--- src/rtl/chirp_pkg.sv ---
// Shared definitions for the chirp phase sequencer.
//   state_t : sequencer states, encoding visible on state_dbg
//   MODE_*  : sweep mode codes on cfg_mode (code 3 is reserved and sweeps up)
//   leg_t   : direction of the current sweep leg
package chirp_pkg;

  typedef enum logic [2:0] {
    ST_IDLE  = 3'd0,
    ST_LOAD  = 3'd1,
    ST_SEND  = 3'd2,
    ST_DWELL = 3'd3,
    ST_NEXT  = 3'd4
  } state_t;

  localparam logic [1:0] MODE_UP   = 2'd0;
  localparam logic [1:0] MODE_DOWN = 2'd1;
  localparam logic [1:0] MODE_TRI  = 2'd2;

  typedef enum logic {
    LEG_RISE = 1'b0,
    LEG_FALL = 1'b1
  } leg_t;

endpackage

--- src/rtl/chirp_dwell_timer.sv ---
// Dwell timer: loads a count, counts down to zero, then raises done for one
// cycle and goes inactive.
//   clk, rstn  : clock, synchronous active-low reset
//   load       : load load_value and start counting
//   load_value : number of idle cycles before done (0 = done on first cycle)
//   done       : one-cycle pulse when the loaded count has expired
module chirp_dwell_timer #(
  parameter int unsigned DWELL_W = 32
) (
  input  logic               clk,
  input  logic               rstn,
  input  logic               load,
  input  logic [DWELL_W-1:0] load_value,
  output logic               done
);

  logic [DWELL_W-1:0] count;
  logic               active;

  always_ff @(posedge clk) begin
    if (!rstn) begin
      count  <= '0;
      active <= 1'b0;
    end else if (load) begin
      count  <= load_value;
      active <= 1'b1;
    end else if (active) begin
      if (count == '0) begin
        active <= 1'b0;
      end else begin
        count <= count - 1'b1;
      end
    end
  end

  assign done = active && (count == '0);

endmodule

--- src/rtl/chirp_phase_sequencer.sv ---
// Chirp phase sequencer: steps a DDS phase increment linearly from a start
// value by a step for N words per leg (up, down or triangle sweep), with a
// dwell after each accepted word, and emits the words on an AXI4-Stream
// master. Repeats chirps while enable is high.
// Optional feature macro: CHIRP_PHASE_OFFSET_EN adds cfg_phase_offset, placed
// in tdata[TDATA_W/2 +: PHASE_W] for every word of the chirp.
//   clk, rstn            : clock, synchronous active-low reset
//   enable               : run chirps continuously while high
//   cfg_start_inc        : first phase increment
//   cfg_step             : increment delta per step
//   cfg_num_steps        : words per leg (0 treated as 1)
//   cfg_dwell            : idle cycles after each accepted word
//   cfg_mode             : 0 up, 1 down, 2 triangle, 3 up
//   m_axis_phase_*       : AXIS master to DDS phase channel
//   chirp_start          : pulse on first SEND cycle of a chirp
//   chirp_done           : pulse when a chirp completes
//   busy                 : high whenever not IDLE
//   state_dbg            : current state encoding
module chirp_phase_sequencer
  import chirp_pkg::*;
#(
  parameter int unsigned PHASE_W    = 32,
  parameter int unsigned STEP_CNT_W = 8,
  parameter int unsigned DWELL_W    = 32,
  parameter int unsigned TDATA_W    = 64
) (
  input  logic                  clk,
  input  logic                  rstn,
  input  logic                  enable,
  input  logic [PHASE_W-1:0]    cfg_start_inc,
  input  logic [PHASE_W-1:0]    cfg_step,
  input  logic [STEP_CNT_W-1:0] cfg_num_steps,
  input  logic [DWELL_W-1:0]    cfg_dwell,
  input  logic [1:0]            cfg_mode,
`ifdef CHIRP_PHASE_OFFSET_EN
  input  logic [PHASE_W-1:0]    cfg_phase_offset,
`endif
  output logic                  m_axis_phase_tvalid,
  input  logic                  m_axis_phase_tready,
  output logic [TDATA_W-1:0]    m_axis_phase_tdata,
  output logic                  chirp_start,
  output logic                  chirp_done,
  output logic                  busy,
  output logic [2:0]            state_dbg
);

  state_t                state, state_nxt;
  leg_t                  leg;
  logic [PHASE_W-1:0]    cur_inc;
  logic [PHASE_W-1:0]    step_r;
  logic [DWELL_W-1:0]    dwell_r;
  logic [STEP_CNT_W-1:0] idx;
  logic [STEP_CNT_W-1:0] last_idx;
  logic [STEP_CNT_W-1:0] n_m1;
  logic                  is_tri;
  logic                  start_pending;
  logic                  leg_end;
  logic                  chirp_end;
  logic                  dwell_done;
  logic                  handshake;
`ifdef CHIRP_PHASE_OFFSET_EN
  logic [PHASE_W-1:0]    offset_r;
`endif

  assign n_m1      = (cfg_num_steps == '0) ? '0 : cfg_num_steps - 1'b1;
  assign handshake = (state == ST_SEND) && m_axis_phase_tready;
  assign leg_end   = (idx == last_idx);
  // A finished rising leg in triangle mode turns around instead of ending,
  // unless the leg is a single word (N = 1 gives one word in every mode).
  assign chirp_end = leg_end && !(is_tri && (leg == LEG_RISE) && (last_idx != '0));

  chirp_dwell_timer #(
    .DWELL_W(DWELL_W)
  ) u_dwell (
    .clk       (clk),
    .rstn      (rstn),
    .load      (handshake),
    .load_value(dwell_r),
    .done      (dwell_done)
  );

  always_ff @(posedge clk) begin
    if (!rstn) begin
      state <= ST_IDLE;
    end else begin
      state <= state_nxt;
    end
  end

  always_comb begin
    state_nxt           = state;
    m_axis_phase_tvalid = 1'b0;
    chirp_start         = 1'b0;
    chirp_done          = 1'b0;
    case (state)
      ST_IDLE: begin
        if (enable) state_nxt = ST_LOAD;
      end
      ST_LOAD: state_nxt = ST_SEND;
      ST_SEND: begin
        m_axis_phase_tvalid = 1'b1;
        chirp_start         = start_pending;
        if (m_axis_phase_tready) state_nxt = ST_DWELL;
      end
      ST_DWELL: begin
        if (dwell_done) state_nxt = ST_NEXT;
      end
      ST_NEXT: begin
        if (chirp_end) begin
          chirp_done = 1'b1;
          state_nxt  = enable ? ST_LOAD : ST_IDLE;
        end else begin
          state_nxt = ST_SEND;
        end
      end
      default: state_nxt = ST_IDLE;
    endcase
  end

  always_ff @(posedge clk) begin
    if (!rstn) begin
      leg           <= LEG_RISE;
      cur_inc       <= '0;
      step_r        <= '0;
      dwell_r       <= '0;
      idx           <= '0;
      last_idx      <= '0;
      is_tri        <= 1'b0;
      start_pending <= 1'b0;
`ifdef CHIRP_PHASE_OFFSET_EN
      offset_r      <= '0;
`endif
    end else begin
      case (state)
        ST_LOAD: begin
          step_r        <= cfg_step;
          dwell_r       <= cfg_dwell;
          idx           <= '0;
          last_idx      <= n_m1;
          is_tri        <= (cfg_mode == MODE_TRI);
          start_pending <= 1'b1;
`ifdef CHIRP_PHASE_OFFSET_EN
          offset_r      <= cfg_phase_offset;
`endif
          if (cfg_mode == MODE_DOWN) begin
            leg     <= LEG_FALL;
            cur_inc <= cfg_start_inc + cfg_step * PHASE_W'(n_m1);
          end else begin
            leg     <= LEG_RISE;
            cur_inc <= cfg_start_inc;
          end
        end
        ST_SEND: start_pending <= 1'b0;
        ST_NEXT: begin
          if (!chirp_end) begin
            if (leg_end) begin
              // Triangle turnaround: the falling leg skips the peak, so it
              // is one word shorter than the rising leg.
              leg      <= LEG_FALL;
              idx      <= '0;
              last_idx <= last_idx - 1'b1;
              cur_inc  <= cur_inc - step_r;
            end else begin
              idx     <= idx + 1'b1;
              cur_inc <= (leg == LEG_RISE) ? cur_inc + step_r : cur_inc - step_r;
            end
          end
        end
        default: ;
      endcase
    end
  end

  always_comb begin
    m_axis_phase_tdata              = '0;
    m_axis_phase_tdata[PHASE_W-1:0] = cur_inc;
`ifdef CHIRP_PHASE_OFFSET_EN
    m_axis_phase_tdata[TDATA_W/2 +: PHASE_W] = offset_r;
`endif
  end

  assign busy      = (state != ST_IDLE);
  assign state_dbg = state;

endmodule

--- config.mk ---
export PLATFORM = sky130hd
export DESIGN_NAME = chirp_phase_sequencer
export DESIGN_NICKNAME = d
export VERILOG_FILES = /design/src/rtl/chirp_pkg.sv /design/src/rtl/chirp_dwell_timer.sv /design/src/rtl/chirp_phase_sequencer.sv
export SDC_FILE = /design/constraint.sdc
export NUM_CORES = 1
export LEC_CHECK = 0
export CELL_PAD_IN_SITES_DETAIL_PLACEMENT = 2
export CELL_PAD_IN_SITES_GLOBAL_PLACEMENT = 2
export CORE_UTILIZATION = 35
export DETAILED_ROUTE_END_ITERATION = 16
export PLACE_DENSITY_LB_ADDON = 0.15
export SYNTH_ARGS = -nofsm -noshare
export SYNTH_HDL_FRONTEND = slang
export SYNTH_SLANG_ARGS = --single-unit
export TNS_END_PERCENT = 100
--- constraint.sdc ---
create_clock -name clk -period 8.6 [get_ports clk]
set_input_delay 1.29 -clock clk [delete_from_list [all_inputs] [get_ports clk]]
set_output_delay 1.29 -clock clk [all_outputs]
set_load 0.1 [all_outputs]
Word level (Yosys, flattened, before mapping):

Index checks and enable logic that the tools add are counted.

* register bits after elaboration: 151
* input port bits: 110
* output and inout port bits: 71
* logic and storage cells: 84

* $add $sub $neg: 7
* multipliers: 1
* equality and inequality tests: 13
* multiplexer cells: 33
* bitwise operators: 1
* reduce and logical (&&, ||, !) cells: 18

Operators with widths (count)
* two-way mux 32 bit: 7
* adder 32 bit: 2
* one-hot mux 32 bit (2 select lines): 1
* two-way mux 8 bit: 5
* zero test 32 bit: 1
* multiplier 32 x 8 -> 32 bit: 1
* one-hot mux 8 bit (2 select lines): 2
* subtractor 32 x 1 -> 32 bit (second input constant): 1
* subtractor 32 bit: 1
* subtractor 8 x 1 -> 8 bit (second input constant): 2
* one-hot mux 3 bit (5 select lines): 1
* inequality test 2 bit (second input constant): 6
* two-way mux 1 bit: 11
* two-way mux 3 bit: 3
* adder 8 x 1 -> 8 bit (second input constant): 1
* == test 8 bit: 1
* zero test 8 bit: 1
* nonzero test 8 bit: 1
* == test 3 x 2 -> 1 bit (second input constant): 2
* AND reduction 3 bit: 2
* nonzero test 2 bit: 3
* logical AND 1 bit: 5
* one-hot mux 1 bit (2 select lines): 2
* AND reduction 2 bit: 2
* other kinds (9): 9

Depth between registers and ports, before layout:

* word-level depth: 7
* mapped depth: 27
* depth with buffers taken out: 25

Modules after synthesis:

From an unflattened synthesis, not the netlist that was laid out.

* cells, all modules: 2344
* area, all modules: 18412.7 um^2

Modules (own cells, without submodules)
* chirp_phase_sequencer: instances 1, cells each 2112, area each 16433.3 um^2, sequential area each 2362.3 um^2
* chirp_dwell_timer: instances 1, cells each 232, area each 1979.4 um^2, sequential area each 660.6 um^2

Worst setup path after synthesis:

Ideal clock, no wire load.

* path kind: input -> register
* start point: input cfg_num_steps[0]
* end point: register cur_inc[31]
* setup time: 0.124 ns
* data arrival time: 6.972 ns
* data required time: 8.476 ns
* path slack: 1.504 ns
* cell stages on the path: 24
* path through: inv_1 > ha_1 > or4b_1 > o311ai_0 > o21ai_0 > clkbuf_1 > and2_1 > fa_1 > fa_1 > fa_1 > inv_1 > fa_1 > inv_1 > ha_1 > a2111oi_0 > inv_1 > o21ai_0 > a211oi_1 > o21a_1 > o21ai_0 > o21ai_0 > or3_1 > a21oi_1 > nor4_2

* word-level cells in the longest chain between the ends: 6

Ends and longest elaborated chain
* start, declared: line chirp_phase_sequencer.sv:32 `input logic [STEP_CNT_W-1:0] cfg_num_steps,`
* subtractor 8 x 1 -> 8 bit or zero test 8 bit (tied branches): line chirp_phase_sequencer.sv:65 `assign n_m1 = (cfg_num_steps == '0) ? '0 : cfg_num_steps - 1'b1;`
* two-way mux 8 bit (*): line chirp_phase_sequencer.sv:65
* multiplier 32 x 8 -> 32 bit (*): line chirp_phase_sequencer.sv:147 `cur_inc <= cfg_start_inc + cfg_step * PHASE_W'(n_m1);`
* adder 32 bit (*): line chirp_phase_sequencer.sv:147
* two-way mux 32 bit (*): line chirp_phase_sequencer.sv:145 `if (cfg_mode == MODE_DOWN) begin`
* one-hot mux 32 bit (2 select lines) (*): line chirp_phase_sequencer.sv:134 `case (state)`
* end signal, assigned: line chirp_phase_sequencer.sv:147
* end signal, assigned: line chirp_phase_sequencer.sv:150 `cur_inc <= cfg_start_inc;`
* end signal, assigned: line chirp_phase_sequencer.sv:162 `cur_inc <= cur_inc - step_r;`
* end, declared: line chirp_phase_sequencer.sv:49 `logic [PHASE_W-1:0] cur_inc;`

Every way passes the cells marked *; elsewhere a longest branch is shown, timed or not.
A chain may end at the register's enable or synchronous reset.

Final worst setup path:

Ends and elaborated chain as after synthesis.

==> results.cfg <==
[finish]
diodes = 0
areaGrowthSynthToFinish_pct = 14.1
fin_area_mm2 = 0.0210
drive_gt1_share_pct = 3.85
fin_nets = 2862
layout_common_cells = 352 x inv_1, 305 x nand2_1, 188 x fa_1
final_common_cell = inv_1

[detailed_routing]
antenna_left = 0
wire_per_inst_um = 21.7
wl_met2_um = 32100
first_iter_violations = 800
vias = 16807
route.detailed.drc = 0
first_pass_iters = 5
met3WireLength_um = 1900
dr.max_layer_used = met4
drt-met1-wl_um = 33500
avgViaCountPerCell = 5.34
routed_wl_um = 68400

[synth]
synth_xor_area_share_pct = 4.80
synth_seq_cells = 151
syn_area_per_cell_um2 = 7.72
yosys_warnings = 0
synth_cells = 2380
synth_ff_type = dfxtp_1
ys_seq_area_share_pct = 16.5
synth_enable_flop_cells = 0
synthArstFlopShare_pct = 0
synth.largest_area_cell = fa_1
synth_top_family_by_area = adder cells
synth-simple-area-share_pct = 21.5
synthAdderAreaFrac_pct = 27.9
synthTopCellsByArea = fa_1 20%, dfxtp_1 16%, ha_1 7.4%
synthMuxAreaShare_pct = 0.688
ys_types = 81
synth_compound_area_share_pct = 17.5
synth_top_area_share_pct = 20.5
syn_area_mm2 = 0.0184

[global_route]
grt_pass1_vias = 18552
grt_pass1_wl_um = 109000
antenna_found_initial = 0
gr-usage-all-layers_pct = 26.2
grt-ovfl-total = 0
grt_max_degree = 99

[floorplanning]
initial_core_util_pct = 35.6
num_rows = 83
coreArea_mm2 = 0.0516
die_x_um = 231
pin_count = 181
die-area_mm2 = 0.0534
die_height_um = 231

[worst_hold_path]
hold_class = reg -> reg
hp-start = dwell_r[27]$_SDFFE_PN0P_

[worst_setup_path]
cp_max_fo = 14
cp_data_arrival_time_ns = 8.34
crit_type = in -> reg
reg2reg_depth = 12
critPathSlowestCell = fa_1
crit_end = cur_inc[31]$_SDFFE_PN0P_
ff2ff_setup_slack_ns = 4.39
setup.worst_path.start = cfg_num_steps[0]
r2r-end = cur_inc[29]$_SDFFE_PN0P_
r2r-start = step_r[10]$_SDFFE_PN0P_
cp.required_ns = 8.94
crit_path_end_kind = register
cp_slowest_stage_delay_ns = 0.51
worstPathCellList = clkdlybuf4s50_1 > inv_1 > ha_1 > or4b_1 > o311ai_0 > o21ai_2 > and2_1 > fa_1 > fa_1 > fa_1 > inv_1 > fa_1 > inv_1 > ha_1 > a2111oi_0 > inv_1 > o21ai_1 > a211oi_1 > o21a_1 > o21ai_0 > o21ai_0 > or3_1 > a21oi_1 > nor4_2
start_kind = primary input

[timing]
relSlewSlack_pct = 20.7
finalMaxSlewViolations = 0
finalSetupTns_ns = 0
hold_viol = 0
max_slew.worst_pin.slew_ns = 1.19
fmax_ghz = 0.125
grt_setup_unrepaired = false
finalCriticalPeriod_ns = 8.00
fin_crit_sh_pct = 93.0
finClkSkew_ns = 0.0123
fin_hold_ws_ns = 0.458
setup_violations = 0

[clock_tree]
h-tree-depth = 4
cts_resized = 0
cts_made_buffers = 17
clk_pin_slew_worst_paths_ns = 0.07
hold_buffers = 0
cts_sinks = 151
cts_tree = yes
clock-root-buffer = clkbuf_16
clock_path_buffers = 2
clock_latency_ns = 0.45
post_cts_buffers = 0

[place]
place_area_mm2 = 0.0204
portBuffers = 148
dp_hpwl_um = 54400
gp_congestion = 0.870

[power]
power_mw = 8.35
power_density_mw_per_mm2 = 398
leakage_nw = 9.03
irDropWorstVdd_mv = 0.170

[run_status]
status = complete, no violations

[run]
max_cap_viol_count = 0
[cell usage after synthesis, types with 4 or more instances]
| cell type | n |
|---|---|
| a2111oi_0 | 4 |
| a211oi_1 | 44 |
| a21o_1 | 22 |
| a21oi_1 | 185 |
| a221oi_1 | 7 |
| a22oi_1 | 7 |
| a311oi_1 | 5 |
| a31oi_1 | 16 |
| and2_1 | 64 |
| and3_1 | 5 |
| buf_1 | 6 |
| buf_2 | 11 |
| buf_4 | 35 |
| clkbuf_1 | 94 |
| dfxtp_1 | 151 |
| fa_1 | 188 |
| ha_1 | 109 |
| inv_1 | 352 |
| mux2i_1 | 10 |
| nand2_1 | 306 |
| nand2b_1 | 35 |
| nand3_1 | 40 |
| nand3b_1 | 5 |
| nand4_1 | 13 |
| nor2_1 | 123 |
| nor2b_1 | 111 |
| nor3_1 | 41 |
| nor4_1 | 16 |
| o211ai_1 | 33 |
| o21a_1 | 11 |
| o21ai_0 | 110 |
| o21bai_1 | 7 |
| o221ai_1 | 4 |
| o22ai_1 | 6 |
| o311ai_0 | 6 |
| o31ai_1 | 13 |
| or2_2 | 4 |
| or3_1 | 13 |
| or4_1 | 8 |
| xnor2_1 | 59 |
| xor2_1 | 39 |
[report_power, final]
part	total, mW	internal (mW)	switching (mW)
registers	1.13	0.888	0.240
logic	6.45	2.32	4.13
clock network	0.772	0.435	0.338
[area by class of cell]
cell class,count,area [µm²]
clock buffer,18,429
clock inverter,14,164
fill,5907,30700
inverter,353,1330
multi-input combinational,1759,13500
sequential,151,3020
tap,680,851
timing repair buffer,173,1690
[sequential cells by signal (all words and copies together) (netlist names)]
name	cells
cur_inc	32
dwell_r	32
idx	8
is_tri	1
last_idx	8
leg	1
start_pending	1
state_dbg	3
step_r	32
u_dwell.active	1
u_dwell.count	32
[per-stage QoR]
| stage | util [%] | setup slack [ns] | instances |
|---|---|---|---|
| finish | 40.6 | 0.599 | 3148 |
| global route | 40.6 | 0.0331 | 3148 |
| CTS | 40.6 | 0.437 | 3148 |
| detailed placement | 39.5 | -0.00974 | 3116 |
| global placement | 39.5 | 0.175 | 3116 |
| floorplan | - | 1.50 | 2411 |
[metal layers]
layer | track usage [%] | vias up
met3 | 2.39 | 52
met2 | 43.6 | 249
met4 | 5.19 | 0
met5 | 0 | -
met1 | 36.9 | 8650
li1 | - | 7856
[worst max-delay path, delay by kind of cell]
| kind | cells | cell delay, ns |
|---|---|---|
| AO/OA/AOI/OAI | 9 | 2.38 |
| buffers and inverters | 5 | 0.86 |
| AND/OR/NAND/NOR | 4 | 1.22 |
| adder cells (fa/ha/maj) | 6 | 2.56 |
[worst min path at each step]
stage	to	slack, ns	depth (start not counted)
after detailed placement	is_tri$_SDFFE_PN0P_	0.45	2
final	dwell_r[27]$_SDFFE_PN0P_	0.46	2
after floorplan	is_tri$_SDFFE_PN0P_	0.43	2
after global placement	dwell_r[30]$_SDFFE_PN0P_	0.45	2
after CTS	is_tri$_SDFFE_PN0P_	0.46	2
after global routing	dwell_r[23]$_SDFFE_PN0P_	0.48	2
[cells by family after synthesis]
logic type / Yosys count
muxes: 11
adders and majority gates: 297
xor gates and xnor gates: 99
and+or+nand+nor: 803
other: 1
buffers and inverters: 501
DFF: 151
AOI/OAI and AO/OA: 517
(Power assumes the default switching activity.)
